File: src/rtl/dmem_arbiter.sv
// rtl/dmem_arbiter.sv - CPU/DMA arbiter in front of the 2048x32 synchronous dmem
// Optional starvation guard for the DMA port: define DMEM_ARB_STARVE_EN.
module dmem_arbiter #(
    parameter int DBITS        = 32,
    parameter int DMEMADDRBITS = 13,
    parameter int DMEMWORDBITS = 2,
    parameter int STARVE_LIMIT = 4
) (
    input  logic                                 clk,
    input  logic                                 reset,
    input  logic                                 cpu_req,
    input  logic                                 cpu_we,
    input  logic [DBITS-1:0]                     cpu_addr,
    input  logic [DBITS-1:0]                     cpu_wdata,
    output logic                                 cpu_gnt,
    output logic                                 cpu_rvalid,
    output logic [DBITS-1:0]                     cpu_rdata,
    input  logic                                 dma_req,
    input  logic                                 dma_we,
    input  logic                                 dma_lock,
    input  logic [DBITS-1:0]                     dma_addr,
    input  logic [DBITS-1:0]                     dma_wdata,
    output logic                                 dma_gnt,
    output logic                                 dma_rvalid,
    output logic [DBITS-1:0]                     dma_rdata,
    output logic                                 mem_en,
    output logic                                 mem_we,
    output logic [DMEMADDRBITS-DMEMWORDBITS-1:0] mem_addr,
    output logic [DBITS-1:0]                     mem_wdata,
    input  logic [DBITS-1:0]                     mem_rdata
);

    localparam logic [DBITS-1:0] BAD_DATA = DBITS'(32'hDEADBEEF);

    typedef enum logic {IDLE, DMA_LOCKED} owner_t;

    owner_t owner, owner_nxt;
    logic   force_dma;

`ifdef DMEM_ARB_STARVE_EN
    localparam int SCW = $clog2(STARVE_LIMIT + 1);
    localparam logic [SCW-1:0] STARVE_MAX = SCW'(STARVE_LIMIT);

    logic [SCW-1:0] starve_cnt;

    // Counts consecutive cycles the DMA port asked and lost; saturates at the limit.
    always_ff @(posedge clk or posedge reset) begin
        if (reset) begin
            starve_cnt <= '0;
        end else if (!dma_req || dma_gnt) begin
            starve_cnt <= '0;
        end else if (starve_cnt != STARVE_MAX) begin
            starve_cnt <= starve_cnt + 1'b1;
        end
    end

    assign force_dma = dma_req && (starve_cnt == STARVE_MAX);
`else
    localparam int unused_starve_limit = STARVE_LIMIT;

    assign force_dma = 1'b0;
`endif

    always_ff @(posedge clk or posedge reset) begin
        if (reset) begin
            owner <= IDLE;
        end else begin
            owner <= owner_nxt;
        end
    end

    always_comb begin
        cpu_gnt   = 1'b0;
        dma_gnt   = 1'b0;
        owner_nxt = owner;
        case (owner)
            IDLE: begin
                if (force_dma) begin
                    dma_gnt = 1'b1;
                end else if (cpu_req) begin
                    cpu_gnt = 1'b1;
                end else if (dma_req) begin
                    dma_gnt = 1'b1;
                end
                if (dma_gnt && dma_lock) begin
                    owner_nxt = DMA_LOCKED;
                end
            end
            DMA_LOCKED: begin
                // The lock holds only while the DMA keeps asking and keeps lock raised.
                dma_gnt = dma_req;
                if (!dma_req || !dma_lock) begin
                    owner_nxt = IDLE;
                end
            end
            default: owner_nxt = IDLE;
        endcase
    end

    logic [DBITS-1:0] sel_addr;
    logic [DBITS-1:0] sel_wdata;
    logic             sel_we;
    logic             in_range;
    logic             unused_addr_bits;

    assign sel_addr         = dma_gnt ? dma_addr  : cpu_addr;
    assign sel_wdata        = dma_gnt ? dma_wdata : cpu_wdata;
    assign sel_we           = dma_gnt ? dma_we    : cpu_we;
    assign in_range         = (sel_addr[DBITS-1:DMEMADDRBITS] == '0);
    assign unused_addr_bits = ^sel_addr[DMEMWORDBITS-1:0];

    // Out-of-range accesses are granted but never reach the array.
    assign mem_en    = (cpu_gnt | dma_gnt) & in_range;
    assign mem_we    = mem_en & sel_we;
    assign mem_addr  = sel_addr[DMEMADDRBITS-1:DMEMWORDBITS];
    assign mem_wdata = sel_wdata;

    logic rd_in_range;

    always_ff @(posedge clk or posedge reset) begin
        if (reset) begin
            cpu_rvalid  <= 1'b0;
            dma_rvalid  <= 1'b0;
            rd_in_range <= 1'b0;
        end else begin
            cpu_rvalid  <= cpu_gnt & ~cpu_we;
            dma_rvalid  <= dma_gnt & ~dma_we;
            rd_in_range <= in_range;
        end
    end

    logic [DBITS-1:0] rd_data;

    assign rd_data   = rd_in_range ? mem_rdata : BAD_DATA;
    assign cpu_rdata = cpu_rvalid ? rd_data : '0;
    assign dma_rdata = dma_rvalid ? rd_data : '0;

endmodule

File: config.mk
export PLATFORM = sky130hd
export DESIGN_NAME = dmem_arbiter
export DESIGN_NICKNAME = d
export VERILOG_FILES = /design/src/rtl/dmem_arbiter.sv
export SDC_FILE = /design/constraint.sdc
export NUM_CORES = 1
export LEC_CHECK = 0
export BUFFER_PORTS_ARGS = -buffer_cell sky130_fd_sc_hd__buf_4
export CAP_MARGIN = 20
export CORE_AREA = 4 4 107 109
export CTS_CLUSTER_DIAMETER = 30
export DETAILED_ROUTE_END_ITERATION = 10
export DIE_AREA = 0 0 111 113
export PLACE_DENSITY = 0.57
export SYNTH_ARGS = -nofsm -noshare
export SYNTH_HDL_FRONTEND = slang
export SYNTH_SLANG_ARGS = --single-unit
File: constraint.sdc
create_clock -name clk -period 4.25 [get_ports clk]
set_input_delay 0.85 -clock clk [delete_from_list [all_inputs] [get_ports clk]]
set_output_delay 0.85 -clock clk [all_outputs]
set_load 0.01 [all_outputs]
==> results.cfg, run 1 <==
[floorplanning]
die_h_um = 113
initial_core_util = 0.1299
die_x_um = 111
rows = 38
core_area_mm2 = 0.01060
dieArea_mm2 = 0.01254
io_pins = 280

[clock_tree]
postCtsHoldBufs = 0
clk_pin_slew_worst_paths_ps = 30
cts_setup_buffers = 0
clock-root-buffer = clkbuf_8
tritoncts = yes
h-tree-depth = 1
cts_made_buffers = 3
cts.sinks = 4
worstSkewPairLatency_ps = 220
clockBufferDepth = 2
cts_resized = 0

[grt]
grt_max_degree = 47
grtUsageTotal = 0.1310
grt_pass1_wl_mm = 13.46
overflow = 0
antenna_found_initial = 0
grt_pass1_vias = 2608

[cells_and_area]
drive_above_1_share = 0.5348
syn2layout_area_growth_pct = 161.8
n_antenna_cell = 0
layout.nets = 700
instances_no_fill = 671
final_cell_area_mm2 = 0.003606

[synthesis]
synth_seq_area_share = 0.07266
synth-seq-cells = 4
syn-cell-area_mm2 = 0.001378
yosys_warnings = 0
synthFlopType = dfrtp_1
netlist_instances = 269
syn_nets = 436
synthTopCellsByCount = nand2_1, and2_1, nand2b_1
synth.distinct_cells = 16
synth_edf_count = 0
synth_top_area_frac = 0.3651
synth.most_common_cell = nand2_1
synth_top_cells_by_area = nand2_1, and2_1, nand2b_1
synth_area_per_cell_um2 = 5.121
yosys.area.top_type = nand2_1
ys_async_sr_fraction = 1.000

[critical_path]
crit_path_end_kind = output port
r2r_start = owner$_DFF_PP0_
reg2reg_slack_ps = 2570
reg2reg_to = rd_in_range$_DFF_PP0_
startpoint = cpu_req
arrival_ps = 2350
worstPathRequired_ps = 3400
crit_path_end = mem_en
worst_setup_path_start_kind = input port
reg2reg_depth = 5
path_max_fanout = 46
worstSetupPathType = in2out

[placed_design]
dp_hpwl_mm = 8.002
port_buffers = 275
dp_cells = 668
detailed_place.area_mm2 = 0.003565
place.gp.congestion = 0.8145

[detailed_routing]
met3_length_mm = 1.132
topRoutingLayerUsed = met4
met2_length_mm = 4.481
num_vias = 2643
vias_per_cell = 3.939
drc_errors = 0
drt_iter0_markers = 164
post_drt_wl_per_cell_um = 13.47
ant_nets = 0
routed_wirelength_mm = 9.038
wl_met1_mm = 3.308
first_pass_iters = 4

[sta]
drv_slew = 0
skew_ps = 0.7819
grt_setup_unrepaired = false
hold_slack_ps = 517.6
slew_headroom = 0.4464
layout_min_cycle_time_ps = 3197
hold_violations = 0
min_period_over_period = 0.7523
setup_tns_ps = 0
setup_viol = 0
max_freq_mhz = 312.8
worst_slew_pin_slew_ps = 830.4

[power_and_ir_drop]
p_per_area_mw_per_mm2 = 126.4
ir_worst_vdd_v = 0.00005646
leakagePower_nw = 2.137

[flow_run]
cap_violations = 0

[min_path]
hold_path.class = in2async

[run_status]
status = completed
layout by cell type (no fill, tap or decap), types with 3 or more instances in the layout:
master,instances
a21oi_1,3
and2_1,48
and3_1,18
buf_4,277
clkbuf_8,3
dfrtp_1,4
nand2_1,134
nand2b_1,24
nor2_1,3
nor4_1,8
critical path: stages:
cell	delay (ps)
buf_4	90
nand2b_4	70
nand2_4	360
inv_2	60
or4_4	560
a21oi_1	170
buf_4	140
stage by stage:
step                       power, W  utilization  setup WS (ps)
after CTS                 0.0004638       0.3401          974.5
final                     0.0004556       0.3401           1053
after global routing      0.0004938       0.3401          920.4
after floorplan           0.0001527            -           1461
after global placement    0.0003795       0.3362          964.3
after detailed placement  0.0003820       0.3362          980.9
report_power, final:
group / switching, W / internal, W
Combinational: 0.000130 / 0.000199
Clock: 0.0000191 / 0.0000603
Sequential: 0.00000722 / 0.0000396
area by class of cell:
cell class                      count  area, um^2
Fill cell                        1159        6997
Tap cell                          140       175.2
Clock buffer                        3       41.29
Sequential cell                     4       100.1
Inverter                            3       11.26
Timing Repair Buffer              277        2079
Multi-Input combinational cell    244        1199
worst min path at each step:
stage	startpoint	endpoint	slack, ps
final	reset	rd_in_range$_DFF_PP0_	520
after global routing	reset	dma_rvalid$_DFF_PP0_	530
after CTS	reset	rd_in_range$_DFF_PP0_	520
after detailed placement	owner$_DFF_PP0_	cpu_rvalid$_DFF_PP0_	540
after global placement	owner$_DFF_PP0_	cpu_rvalid$_DFF_PP0_	530
after floorplan	owner$_DFF_PP0_	cpu_rvalid$_DFF_PP0_	520
routing by layer:
layer  vias up  global-route usage
li1       1357                   -
met1      1100              0.1418
met2       180              0.2407
met3         6             0.04759
met4         0             0.03612
met5         -                   0
cell families (layout without fill, tap and decap cells):
kind of cell | count (synthesis) | after routing | synth area share
AOI/OAI and AO/OA | 3 | 3 | 0.01090
buffers and inverters | 21 | 283 | 0.05722
DFF | 4 | 4 | 0.07266
and+or+nand+nor | 241 | 241 | 0.8592
flip-flops by register name (all words and copies together), names as in the netlist:
register and cells:
owner 1, rd_in_range 1, cpu_rvalid 1, dma_rvalid 1
No activity file was read; power rests on OpenSTA's default activity.
==> inputs of run 2 (changes only) <==
- ABC_AREA: unset -> 1
- CORE_AREA: 4 4 107 109 -> 4 4 106 108
- DIE_AREA: 0 0 111 113 -> 0 0 110 112
- PLACE_DENSITY: 0.57 -> 0.6
- clock period: 4.25 -> 2.6 ns (I/O delays scaled with it)
==> run 2 against run 1 <==
  * Utilization increased by 1.1 points
  * Register-to-register slack got worse by 1200 ps
  * Critical path depth decreased by 4
  * Design area decreased by 0.38%
  * Sequential share of layout area about the same
  * Total power increased by 67%
  * Critical path type is now reg2out
==> results.cfg, run 2 <==
[grt]
grt_pass1_vias = 2718
grt_max_degree = 45
antenna_found_initial = 0
grtUsageTotal = 0.1238
overflow = 0
grt_pass1_wl_mm = 12.52

[floorplanning]
initial_core_util = 0.1324
die_x_um = 110
dieArea_mm2 = 0.01232
rows = 37
io_pins = 280
die_h_um = 112
core_area_mm2 = 0.01023

[detailed_routing]
num_vias = 2775
ant_nets = 0
drc_errors = 0
post_drt_wl_per_cell_um = 12.39
drt_iter0_markers = 139
routed_wirelength_mm = 8.750
vias_per_cell = 3.931
first_pass_iters = 4

[synthesis]
synth.most_common_cell = nand2_1
synthSimpleGateAreaFrac = 0.5448
netlist_instances = 307
muxShareOfSynthArea = 0
synth_xor_area_frac = 0
synth_top_area_frac = 0.3934
yosys_warnings = 0
yosys.area.top_type = nand2_1
synth_top_cells_by_area = nand2_1, a21oi_1, inv_1
synth_area_per_cell_um2 = 4.414
synth-adder-area-share = 0
synth_top_family_by_area = simple AND/OR/NAND/NOR gates
synth.distinct_cells = 12
synthTopCellsByCount = nand2_1, a21oi_1, inv_1
syn-cell-area_mm2 = 0.001355
synth-seq-cells = 4
syn_nets = 474
synthFlopType = dfrtp_1
synth_edf_count = 0
ys_async_sr_fraction = 1.000
synth-compound-area-share = 0.1967
synth_seq_area_share = 0.07387

[sta]
max_freq_mhz = 425.4
min_period_over_period = 0.9041
worst_slew_pin_slew_ps = 676.1
hold_violations = 0
drv_slew = 0
setup_viol = 0
setup_tns_ps = 0
grt_setup_unrepaired = false
layout_min_cycle_time_ps = 2351
slew_headroom = 0.5493
skew_ps = 2.518

[clock_tree]
cts_setup_buffers = 0
worstSkewPairLatency_ps = 210
clock-root-buffer = clkbuf_8
clockBufferDepth = 2
cts.sinks = 4
cts_made_buffers = 3
cts_resized = 0
tritoncts = yes
clk_pin_slew_worst_paths_ps = 30
h-tree-depth = 1
postCtsHoldBufs = 0

[placed_design]
dp_hpwl_mm = 7.708
place.gp.congestion = 0.7746
dp_cells = 703
port_buffers = 275

[critical_path]
worstPathRequired_ps = 2080
r2r_start = owner$_DFF_PP0_
startpoint = rd_in_range$_DFF_PP0_
arrival_ps = 1830
reg2reg_to = owner$_DFF_PP0_
path_max_fanout = 20
reg2reg_depth = 5
reg2reg_slack_ps = 1320
worstSetupPathType = reg2out
crit_path_end_kind = output port
worst_setup_path_start_kind = register

[cells_and_area]
instances_no_fill = 706
drive_above_1_share = 0.5000
nFillCells = 1117
syn2layout_area_growth_pct = 165.1
n_antenna_cell = 0
final_cell_mix = buf_4, nand2_1, a21oi_1
layout_commonest_cell = buf_4
layout.nets = 739

[min_path]
hold_path.class = in2async

[run_status]
status = completed

[power_and_ir_drop]
p_per_area_mw_per_mm2 = 211.9
leakagePower_nw = 2.257
ir_worst_vdd_v = 0.0001485

[flow_run]
cap_violations = 0
run 2: worst max-delay path by stage:
stage	end	depth (start not counted)
detailed placement	cpu_rdata[20]	3
global route	cpu_rdata[20]	3
global placement	mem_wdata[24]	7
finish	cpu_rdata[20]	3
CTS	cpu_rdata[20]	3
floorplan	mem_we	7
run 2: layout make-up:
class | instances | area [um^2] | area share
sequential | 4 | 100.1 | 0.02786
inverter | 43 | 161.4 | 0.04493
timing repair buffer | 280 | 2115 | 0.5886
tap | 136 | 170.2 | 0.04737
clock buffer | 3 | 41.29 | 0.01149
multi-input combinational | 240 | 1005 | 0.2797
run 2: power by group:
| part | leakage (nW) | internal [W] | total (W) | switching (W) |
|---|---|---|---|---|
| Sequential | 0.0538 | 0.0000650 | 0.0000661 | 0.00000113 |
| Combinational | 2.18 | 0.000324 | 0.000566 | 0.000242 |
| Clock | 0.0216 | 0.0000986 | 0.000129 | 0.0000305 |
| Total | 2.26 | 0.000487 | 0.000761 | 0.000274 |
run 2: logic make-up (layout without fill, tap and decap cells):
family,count (synthesis),in the layout
buf+inv,63,326
flops,4,4
simple gates,190,190
compound gates,50,50
run 2: per-layer routing:
metal,up-vias,GRT usage,share of wire
met2,158,0.2512,0.53
met5,-,0,0
met1,1159,0.1238,0.33
met4,0,0.007481,0.0013
met3,2,0.03942,0.14
li1,1456,-,-
run 2: stage by stage:
step / hold WS [ps] / total power [W] / setup slack [ps] / util / area [um^2]
final: 196.8 / 0.0007613 / 249.2 / 0.3511 / 3592
after global routing: 203.4 / 0.0008252 / 57.63 / 0.3511 / 3592
after CTS: 199.5 / 0.0007748 / 226.1 / 0.3511 / 3592
after detailed placement: 427.1 / 0.0006407 / 458.7 / 0.3471 / 3551
after global placement: 431.6 / 0.0006354 / 481.7 / 0.3471 / 3551
after floorplan: 286.1 / 0.0002635 / 903.1 / - / 1355
run 2: worst max-delay path, stage by stage (launching register included):
cell and delay (ps):
dfrtp_1 760, inv_1 410, nor3_1 280, buf_4 160
